==> src/rtl/bist_misr_analyzer_if.sv <==
// Pattern-word stream into the MISR analyzer and its status outputs.
// The master side is the control path / datapath; the slave side is the analyzer.
interface bist_misr_analyzer_if #(
  parameter int WIDTH = 16,
  parameter int CNT_W = 8
);
  logic             start;
  logic [1:0]       mode;
  logic [WIDTH-1:0] data_in;
  logic             data_valid;
  logic [WIDTH-1:0] golden;
  logic [WIDTH-1:0] signature;
  logic [CNT_W-1:0] count;
  logic             busy;
  logic             done;
  logic             pass;
  logic             err;

  modport master (
    output start, mode, data_in, data_valid, golden,
    input  signature, count, busy, done, pass, err
  );

  modport slave (
    input  start, mode, data_in, data_valid, golden,
    output signature, count, busy, done, pass, err
  );
endinterface

==> src/rtl/bist_misr_analyzer.sv <==
// Multiple-input signature register compactor: folds a fixed number of pattern
// words into a signature, then compares it against a golden value.
module bist_misr_analyzer #(
  parameter int               WIDTH         = 16,
  parameter logic [WIDTH-1:0] TAPS          = 16'hB400,
  parameter logic [WIDTH-1:0] SEED          = 16'hFFFF,
  parameter int               PATTERN_COUNT = 255,
  parameter int               CNT_W         = 8
) (
  input logic                clk,
  input logic                rst,
  bist_misr_analyzer_if.slave bus
);

  typedef enum logic [1:0] {
    S_IDLE,
    S_COMPACT,
    S_COMPARE,
    S_DONE
  } state_t;

  localparam logic [CNT_W-1:0] LAST_IDX = CNT_W'(PATTERN_COUNT - 1);

  state_t           state, state_nxt;
  logic [WIDTH-1:0] signature_r;
  logic [CNT_W-1:0] count_r;
  logic [1:0]       mode_r;
  logic             pass_r;
  logic             err_r;

  logic             load;
  logic             shift;
  logic             abort;
  logic             compare;
  logic             fb;

  assign fb = ^(signature_r & TAPS);

  always_ff @(posedge clk or negedge rst) begin
    if (!rst) state <= S_IDLE;
    else      state <= state_nxt;
  end

  // NOTE: every signal written here gets a default first, so no path leaves
  // it unassigned and no latch is inferred.
  always_comb begin
    state_nxt = state;
    load      = 1'b0;
    shift     = 1'b0;
    abort     = 1'b0;
    compare   = 1'b0;
    unique case (state)
      S_IDLE, S_DONE: begin
        if (bus.start) begin
          load      = 1'b1;
          state_nxt = S_COMPACT;
        end
      end
      S_COMPACT: begin
        // A mode change wins over a word arriving in the same cycle.
        if (bus.mode != mode_r) begin
          abort     = 1'b1;
          state_nxt = S_DONE;
        end else if (bus.data_valid) begin
          shift = 1'b1;
          if (count_r == LAST_IDX) state_nxt = S_COMPARE;
        end
      end
      S_COMPARE: begin
        compare   = 1'b1;
        state_nxt = S_DONE;
      end
      default: state_nxt = S_IDLE;
    endcase
  end

  // NOTE: state is updated with non-blocking assignments so every register
  // samples the pre-edge values, independent of statement order.
  always_ff @(posedge clk or negedge rst) begin
    if (!rst) begin
      signature_r <= '0;
      count_r     <= '0;
      mode_r      <= '0;
      pass_r      <= 1'b0;
      err_r       <= 1'b0;
    end else if (load) begin
      signature_r <= SEED;
      count_r     <= '0;
      mode_r      <= bus.mode;
      pass_r      <= 1'b0;
      err_r       <= 1'b0;
    end else if (shift) begin
      signature_r <= {signature_r[WIDTH-2:0], fb} ^ bus.data_in;
      count_r     <= count_r + CNT_W'(1);
    end else if (abort) begin
      err_r  <= 1'b1;
      pass_r <= 1'b0;
    end else if (compare) begin
      pass_r <= (signature_r == bus.golden);
    end
  end

  assign bus.signature = signature_r;
  assign bus.count     = count_r;
  assign bus.busy      = (state == S_COMPACT) || (state == S_COMPARE);
  assign bus.done      = (state == S_DONE);
  assign bus.pass      = pass_r;
  assign bus.err       = err_r;

endmodule

==> src/flat_wrapper.sv <==
// flat-port wrapper written by rule: the top's interface ports become plain ports
module bist_misr_analyzer_flat 
#(
  parameter int               WIDTH         = 16,
  parameter logic [WIDTH-1:0] TAPS          = 16'hB400,
  parameter logic [WIDTH-1:0] SEED          = 16'hFFFF,
  parameter int               PATTERN_COUNT = 255,
  parameter int               CNT_W         = 8
)
  (clk, rst, bus_start, bus_mode, bus_data_in, bus_data_valid, bus_golden, bus_signature, bus_count, bus_busy, bus_done, bus_pass, bus_err);
  bist_misr_analyzer_if #(.WIDTH(WIDTH), .CNT_W(CNT_W)) bus_i ();
  input logic clk;
  input logic rst;
  input wire logic [$bits(bus_i.start)-1:0] bus_start;
  input wire logic [$bits(bus_i.mode)-1:0] bus_mode;
  input wire logic [$bits(bus_i.data_in)-1:0] bus_data_in;
  input wire logic [$bits(bus_i.data_valid)-1:0] bus_data_valid;
  input wire logic [$bits(bus_i.golden)-1:0] bus_golden;
  output wire logic [$bits(bus_i.signature)-1:0] bus_signature;
  output wire logic [$bits(bus_i.count)-1:0] bus_count;
  output wire logic [$bits(bus_i.busy)-1:0] bus_busy;
  output wire logic [$bits(bus_i.done)-1:0] bus_done;
  output wire logic [$bits(bus_i.pass)-1:0] bus_pass;
  output wire logic [$bits(bus_i.err)-1:0] bus_err;
  assign bus_i.start = bus_start;
  assign bus_i.mode = bus_mode;
  assign bus_i.data_in = bus_data_in;
  assign bus_i.data_valid = bus_data_valid;
  assign bus_i.golden = bus_golden;
  assign bus_signature = bus_i.signature;
  assign bus_count = bus_i.count;
  assign bus_busy = bus_i.busy;
  assign bus_done = bus_i.done;
  assign bus_pass = bus_i.pass;
  assign bus_err = bus_i.err;
  bist_misr_analyzer #(.WIDTH(WIDTH), .TAPS(TAPS), .SEED(SEED), .PATTERN_COUNT(PATTERN_COUNT), .CNT_W(CNT_W)) u_core (.clk(clk), .rst(rst), .bus(bus_i));
endmodule
==> config.mk <==
export PLATFORM = sky130hd
export DESIGN_NAME = bist_misr_analyzer_flat
export DESIGN_NICKNAME = d
export VERILOG_FILES = /design/src/rtl/bist_misr_analyzer_if.sv /design/src/rtl/bist_misr_analyzer.sv /design/src/flat_wrapper.sv
export SDC_FILE = /design/constraint.sdc
export NUM_CORES = 1
export LEC_CHECK = 0
export ABC_CLOCK_PERIOD_IN_PS = 1400
export CAP_MARGIN = 40
export CORE_MARGIN = 4
export CORE_UTILIZATION = 39
export CTS_CLUSTER_DIAMETER = 150
export DETAILED_ROUTE_END_ITERATION = 12
export GPL_TIMING_DRIVEN = 0
export HOLD_SLACK_MARGIN = 0.12
export PLACE_DENSITY = 0.75
export SLEW_MARGIN = 20
export SYNTH_ARGS = -nofsm -noshare
export SYNTH_HDL_FRONTEND = slang
export SYNTH_SLANG_ARGS = --single-unit
==> constraint.sdc <==
create_clock -name clk -period 1.4 [get_ports clk]
set_input_delay 0.35 -clock clk [delete_from_list [all_inputs] [get_ports clk]]
set_output_delay 0.35 -clock clk [all_outputs]
set_load 0.02 [all_outputs]
Word-level counts from Yosys, hierarchy flattened
Index checks and enable logic that the tools add are counted.

storage, ports and cells
  input bits = 38
  logic and storage cells = 52
  output and inout port bits = 28
  register bits = 30

operators by class
  add/subtract/negate cells = 1
  bitwise operators = 1
  reductions and logical operators = 10
  mux-type cells = 24
  equality and inequality tests = 10

operators with widths
  kind                                                   count
  2-to-1 mux 16 bit                                      2
  == test 16 bit                                         1
  2-to-1 mux 8 bit                                       2
  XOR reduction 16 bit                                   1
  bitwise XOR 16 bit                                     1
  2-to-1 mux 1 bit                                       15
  adder 8 x 1 -> 8 bit, second input constant            1
  == test 8 bit, second input constant                   1
  2-to-1 mux 2 bit                                       4
  one-hot mux 2 bit (3 select lines)                     1
  == test 2 bit, second input constant                   2
  AND reduction 2 bit                                    2
  nonzero test 2 bit                                     2
  inequality test 3 x 1 -> 1 bit, second input constant  1
  inequality test 3 x 2 -> 1 bit, second input constant  1
  AND reduction 3 bit                                    1
  nonzero test 3 bit                                     1
  == test 2 x 1 -> 1 bit, second input constant          1
  zero test 2 bit                                        1
  inequality test 2 x 1 -> 1 bit, second input constant  1
  inequality test 2 bit                                  1
  inequality test 2 bit, second input constant           1
  OR reduction 2 bit                                     1
  logical OR 1 bit                                       1

Depth between registers and ports, before layout
  depth in word-level cells = 6
  depth in mapped cells = 8
  gate-level depth less buffers = 7

Worst setup path after synthesis
OpenSTA, ideal clock, no wires.

  path kind = register to register
  from = register u_core.state[0]
  to = register u_core.count_r[0], in the netlist u_core.bus.count[0]
  data arrival time = 1379 ps
  buffers on the path = 1
  cell stages (with the launch flop) = 7
  clock period less this slack = 1511 ps
  slack = -111 ps
  library setup time = 132 ps
  data required time = 1268 ps
  cell sequence = dfrtp_1 -> inv_1 -> ha_1 -> inv_1 -> nor2_1 -> clkbuf_1 -> nor2_1

between the ends
  cells in the longest elaborated chain, start to end = 4
  elaborated cells between the ends (all ways) = 8
  classes of those cells = eq/ne (2); mux (3); reduce/logical (3)

ends and longest elaborated chain
  item                                                           line                      RTL
  start, declared                                                bist_misr_analyzer.sv:24  state_t state, state_nxt;
  start signal, assigned                                         bist_misr_analyzer.sv:41  else state <= state_nxt;
  == test 2 bit / zero test 2 bit (equally long branches)        bist_misr_analyzer.sv:52  unique case (state)
  OR reduction 2 bit                                             bist_misr_analyzer.sv:52
  2-to-1 mux 1 bit                                               bist_misr_analyzer.sv:52
  2-to-1 mux 8 bit / nonzero test 2 bit (equally long branches)  n/a
  end signal, assigned                                           bist_misr_analyzer.sv:94  count_r <= count_r + CNT_W'(1);
  end, declared                                                  bist_misr_analyzer.sv:26  logic [CNT_W-1:0] count_r;

Parallel ways exist; a longest one is shown, timed or not.
A chain may end at the register's enable or synchronous reset.

Worst setup path in the final report
  from = register u_core.state[1]
  to = output port bus_busy

between the ends
  cells in the longest elaborated chain, start to end = 2
  elaborated cells between the ends (all ways) = 3
  classes of those cells = eq/ne (2); reduce/logical (1)

ends and longest elaborated chain
  item                                                            line                       RTL
  == test 2 x 1 -> 1 bit / == test 2 bit (equally long branches)  bist_misr_analyzer.sv:105  assign bus.busy = (state == S_COMPACT) || (state == S_COMPARE);
  logical OR 1 bit (*)                                            bist_misr_analyzer.sv:105
  end, declared                                                   flat_wrapper.sv:21         output wire logic [$bits(bus_i.busy)-1:0] bus_busy;

Every way passes the cells marked *; elsewhere a longest branch is shown, timed or not.

==> results summary <==
The clock period minus worst slack is 1570 ps. The flow ran to the end, but the final reports show violations. The post-synthesis area per instance came out at 9.86 sq um. The proportion of power drawn by the clock network came out at about an eighth. For this run, design rule violations remaining after detail routing come to 0. The congestion estimate from routability-driven global placement came to 0.746. In this run the worst path has a maximum fanout of 5. The via count normalized by instance count came out at ~5.2. In this run, synthesis inferred 0 flip-flops with an integrated enable. The iteration count of the initial detailed-routing pass came out at 4.

The transition time of the tightest slew-check pin is 690 ps. After Yosys synthesis, and, or, nand and nor cells account for 15.4% of the synthesized area. The number of max-cap violations came out at 0. The CTS clock-pin slew for the worst setup and hold paths is 60 ps. The count of antenna diodes in the layout came out at 0. The path type of the worst min-delay path is reg -> reg. The height of the die is between 70 and 80 microns. Among all flip-flop cells after synthesis, the most frequent one is dfrtp_1. Setup repair after global routing could not meet its margin everywhere.

Of the post-synthesis cell area, the part taken by muxes is 0%. The synthesized design contains 30 register bits. The total setup violations reported at the end of the flow came out at 28.

The number of global-route vias before repair was 1,635. The proportion of layout cells with a drive suffix above 1 is 36.3%. The proportion of synthesized chip area in sequential cells came out at 44.0%.

The clock tree from TritonCTS is done. Detailed placement ended at an HPWL of 3290 microns. After Yosys synthesis, XOR and XNOR cells account for 23.5% of the synthesized area.

The share of flip-flops with an asynchronous set or reset after synthesis came out at 100%. The number of nets produced by synthesis is 216. The leakage power summed over all cells is roughly 1.2 nW. The maximum number of pins on one net before global-route repair is 31. Counting the buffers created by CTS gives 5. The synthesized netlist devotes 3.67% of its cell area to adder and majority cells. The number of rows created at floorplan came out at 23.

The switching share of power came out at 43.4%. Based on the critical path, the design can be clocked at up to approximately 640 MHz. The wire length of the first global-routing pass is slightly below 8000 microns. The reported net switching power came out at between 2 and 3 mW. The worst slew margin relative to its limit came out at 54.0%. Counting every instance in the synthesized netlist gives 173. After synthesis, the largest family of logic cells by area is XOR/XNOR gates. STA classifies the critical path endpoint as a primary output. The count of endpoints failing hold in the final timing report came out at 0.

The worst setup path is launched from a flop. Counting along the longest clock path gives a buffer depth of 2. The residual antenna-violating net count after detailed routing is 0. The netlist area before placement came out at 1710 sq um. The final global-route overflow total came out at 0. The number of warnings printed during yosys synthesis is 0. The number of antenna violations at the first check in global routing came out at 0. The part of the power in combinational logic came out at between 50 and 60%. The final-stage net count is 304. The global router's overall resource usage is 19.5%. Summing over every cut layer, the via total after detailed routing is approximately 1,600. For this design the ratio of total power to cell area is 2060 nW/um^2. The core footprint came out at about 4100 sq um. The number of top-level pins came out at 66. The die outline area is 5490 sq um. The proportion of power drawn by flip-flops and latches came out at 29.6%. Dividing the detail-routed wire length by the instance count gives roughly 16 microns.

The effective utilization at floorplan is roughly two fifths. The number of input and output port buffers inserted is 65. The post-synthesis cell type count came out at 28. The clock latency on the worst-skew pair came out at 280 ps. The root buffer selected by CTS is clkbuf_8.

The deepest level of the CTS H-tree is 2. The maximum clock skew at final layout is 3.48 ps. The signed area change from the synthesized netlist to the final layout is 70.4%. The least setup slack across all paths after layout is -166 ps. The worst path uses 112% of the clock period. On the final layout, the worst hold slack is 518 ps. The initial DRC count is about 60. The worst endpoint required time came out at 1050 ps. After detailed routing, the total wire length is 5090 microns. The area fraction in compound gates after synthesis is about a tenth. Adding up every negative setup slack in the final design gives -2850 ps. For this design, the sink count on the clock tree is 30. The critical path is of the reg -> out type. The internal portion of the total power is 3.38 mW. From left edge to right edge, the die measures 74.1 microns. The arrival time at the worst endpoint is between 1000 and 1500 ps. The final reports fail on negative setup slack.

The number of max-slew violations in the final report is 0. The worst vdd rail ir drop came out at 0.000986 V.
-- metrics by stage --
stage,total power [mW],util (%),instances,setup WS (ps),area [sq um]
final,5.98,70.6,312,-166,2910
after global routing,6.38,70.6,312,-240,2910
after CTS,5.61,67.8,305,-219,2790
after detailed placement,4.47,59.2,288,-624,2430
after global placement,4.42,59.3,288,-681,2440
after floorplan,3.35,-,173,-39.7,1730
-- final timing paths --
| check | start | endpoint | slack, ps | cells after the start |
|---|---|---|---|---|
| max reg2reg | u_core.state[0] | u_core.bus.count[5] | -160 | 8 |
| min reg2reg | u_core.bus.err | u_core.bus.err | 520 | 2 |
| min | u_core.bus.err | u_core.bus.err | 520 | 2 |
| min in group asynchronous | rst | u_core.bus.count[7] | 650 | 2 |
| max in group asynchronous | rst | u_core.bus.signature[5] | 270 | 2 |
| max | u_core.state[1] | bus_busy | -170 | 3 |
-- cell usage in the layout, fill, tap and decap left out, drive strengths merged, types with 13 or more instances in the layout --
cell           netlist  final
dfrtp               30     30
nand2               27     27
xnor2               31     31
o211ai              15     15
nor2                13     13
clkdlybuf4s15        0     17
clkdlybuf4s50        0     32
buf                  2     20
clkbuf               4     17
xor2                13     13
-- cell type report --
| type | count | area (sq um) |
|---|---|---|
| flip-flops and latches | 30 | 768 |
| clock buffers | 7 | 86.3 |
| repair buffers | 81 | 782 |
| inverters | 7 | 28.8 |
| multi-input cells | 131 | 1110 |
| clock inverters | 1 | 5.00 |
| plain buffers | 5 | 62.6 |
| well taps | 50 | 62.6 |
| fillers | 305 | 1210 |
-- cell families (layout without fill, tap and decap cells) --
| group | Yosys count | in the layout |
|---|---|---|
| buffers and inverters | 13 | 101 |
| XOR/XNOR | 44 | 44 |
| AND/OR/NAND/NOR | 56 | 57 |
| AO/OA/AOI/OAI | 25 | 25 |
| flip-flops | 30 | 30 |
| adder cells (fa/ha/maj) | 5 | 5 |
-- registers in the layout, summed over array words and instances, names as in the netlist --
signal and cells:
u_core.bus.count 8, u_core.state 2, u_core.mode_r 2, u_core.bus.err 1
u_core.bus.pass 1, u_core.bus.signature 16
-- power by group through the flow --
stage / logic, mW / clock network (mW) / registers (mW)
floorplan: 1.40 / 0 / 1.95
finish: 3.48 / 0.732 / 1.77
global route: 3.76 / 0.789 / 1.83
CTS: 3.09 / 0.755 / 1.76
global placement: 2.72 / 0 / 1.70
detailed placement: 2.76 / 0 / 1.72
-- Yosys cell counts, types with 2 or more instances --
master	number	share of area (%)
o211ai_1	15	6.6
xnor2_2	2	1.9
nand2_1	27	5.9
nor4_1	2	0.73
nand4_1	7	2.6
clkbuf_1	4	0.88
dfrtp_1	30	44
xnor2_1	29	15
inv_1	7	1.5
o21ai_0	2	0.59
ha_1	5	3.7
xor2_1	13	6.7
a21oi_1	3	0.88
nor2_1	13	2.9
-- worst max-delay path, cell delays in order (launching register included) --
cell     delay [ps]
dfrtp_2         450
ha_4            320
inv_4            50
buf_6           120
-- per-layer routing --
| metal | vias to the layer above | wire length (microns) | track usage (%) |
|---|---|---|---|
| li1 | 767 | - | - |
| met1 | 772 | 2090 | 22.7 |
| met2 | 77 | 2540 | 33.3 |
| met3 | 8 | 390 | 6.22 |
| met4 | 0 | 68 | 7.44 |
| met5 | - | 0 | 0 |
-- what timing repair did --
item,4_1_cts,5_1_grt
buffers inserted,6,7
endpoints found under the setup margin,58,49
cloned,3,0
gates resized for setup,118,38
hold buffers,1,0
pin swaps,22,17
endpoints found under the hold margin,30,0
Power figures use the tool's default switching activity.
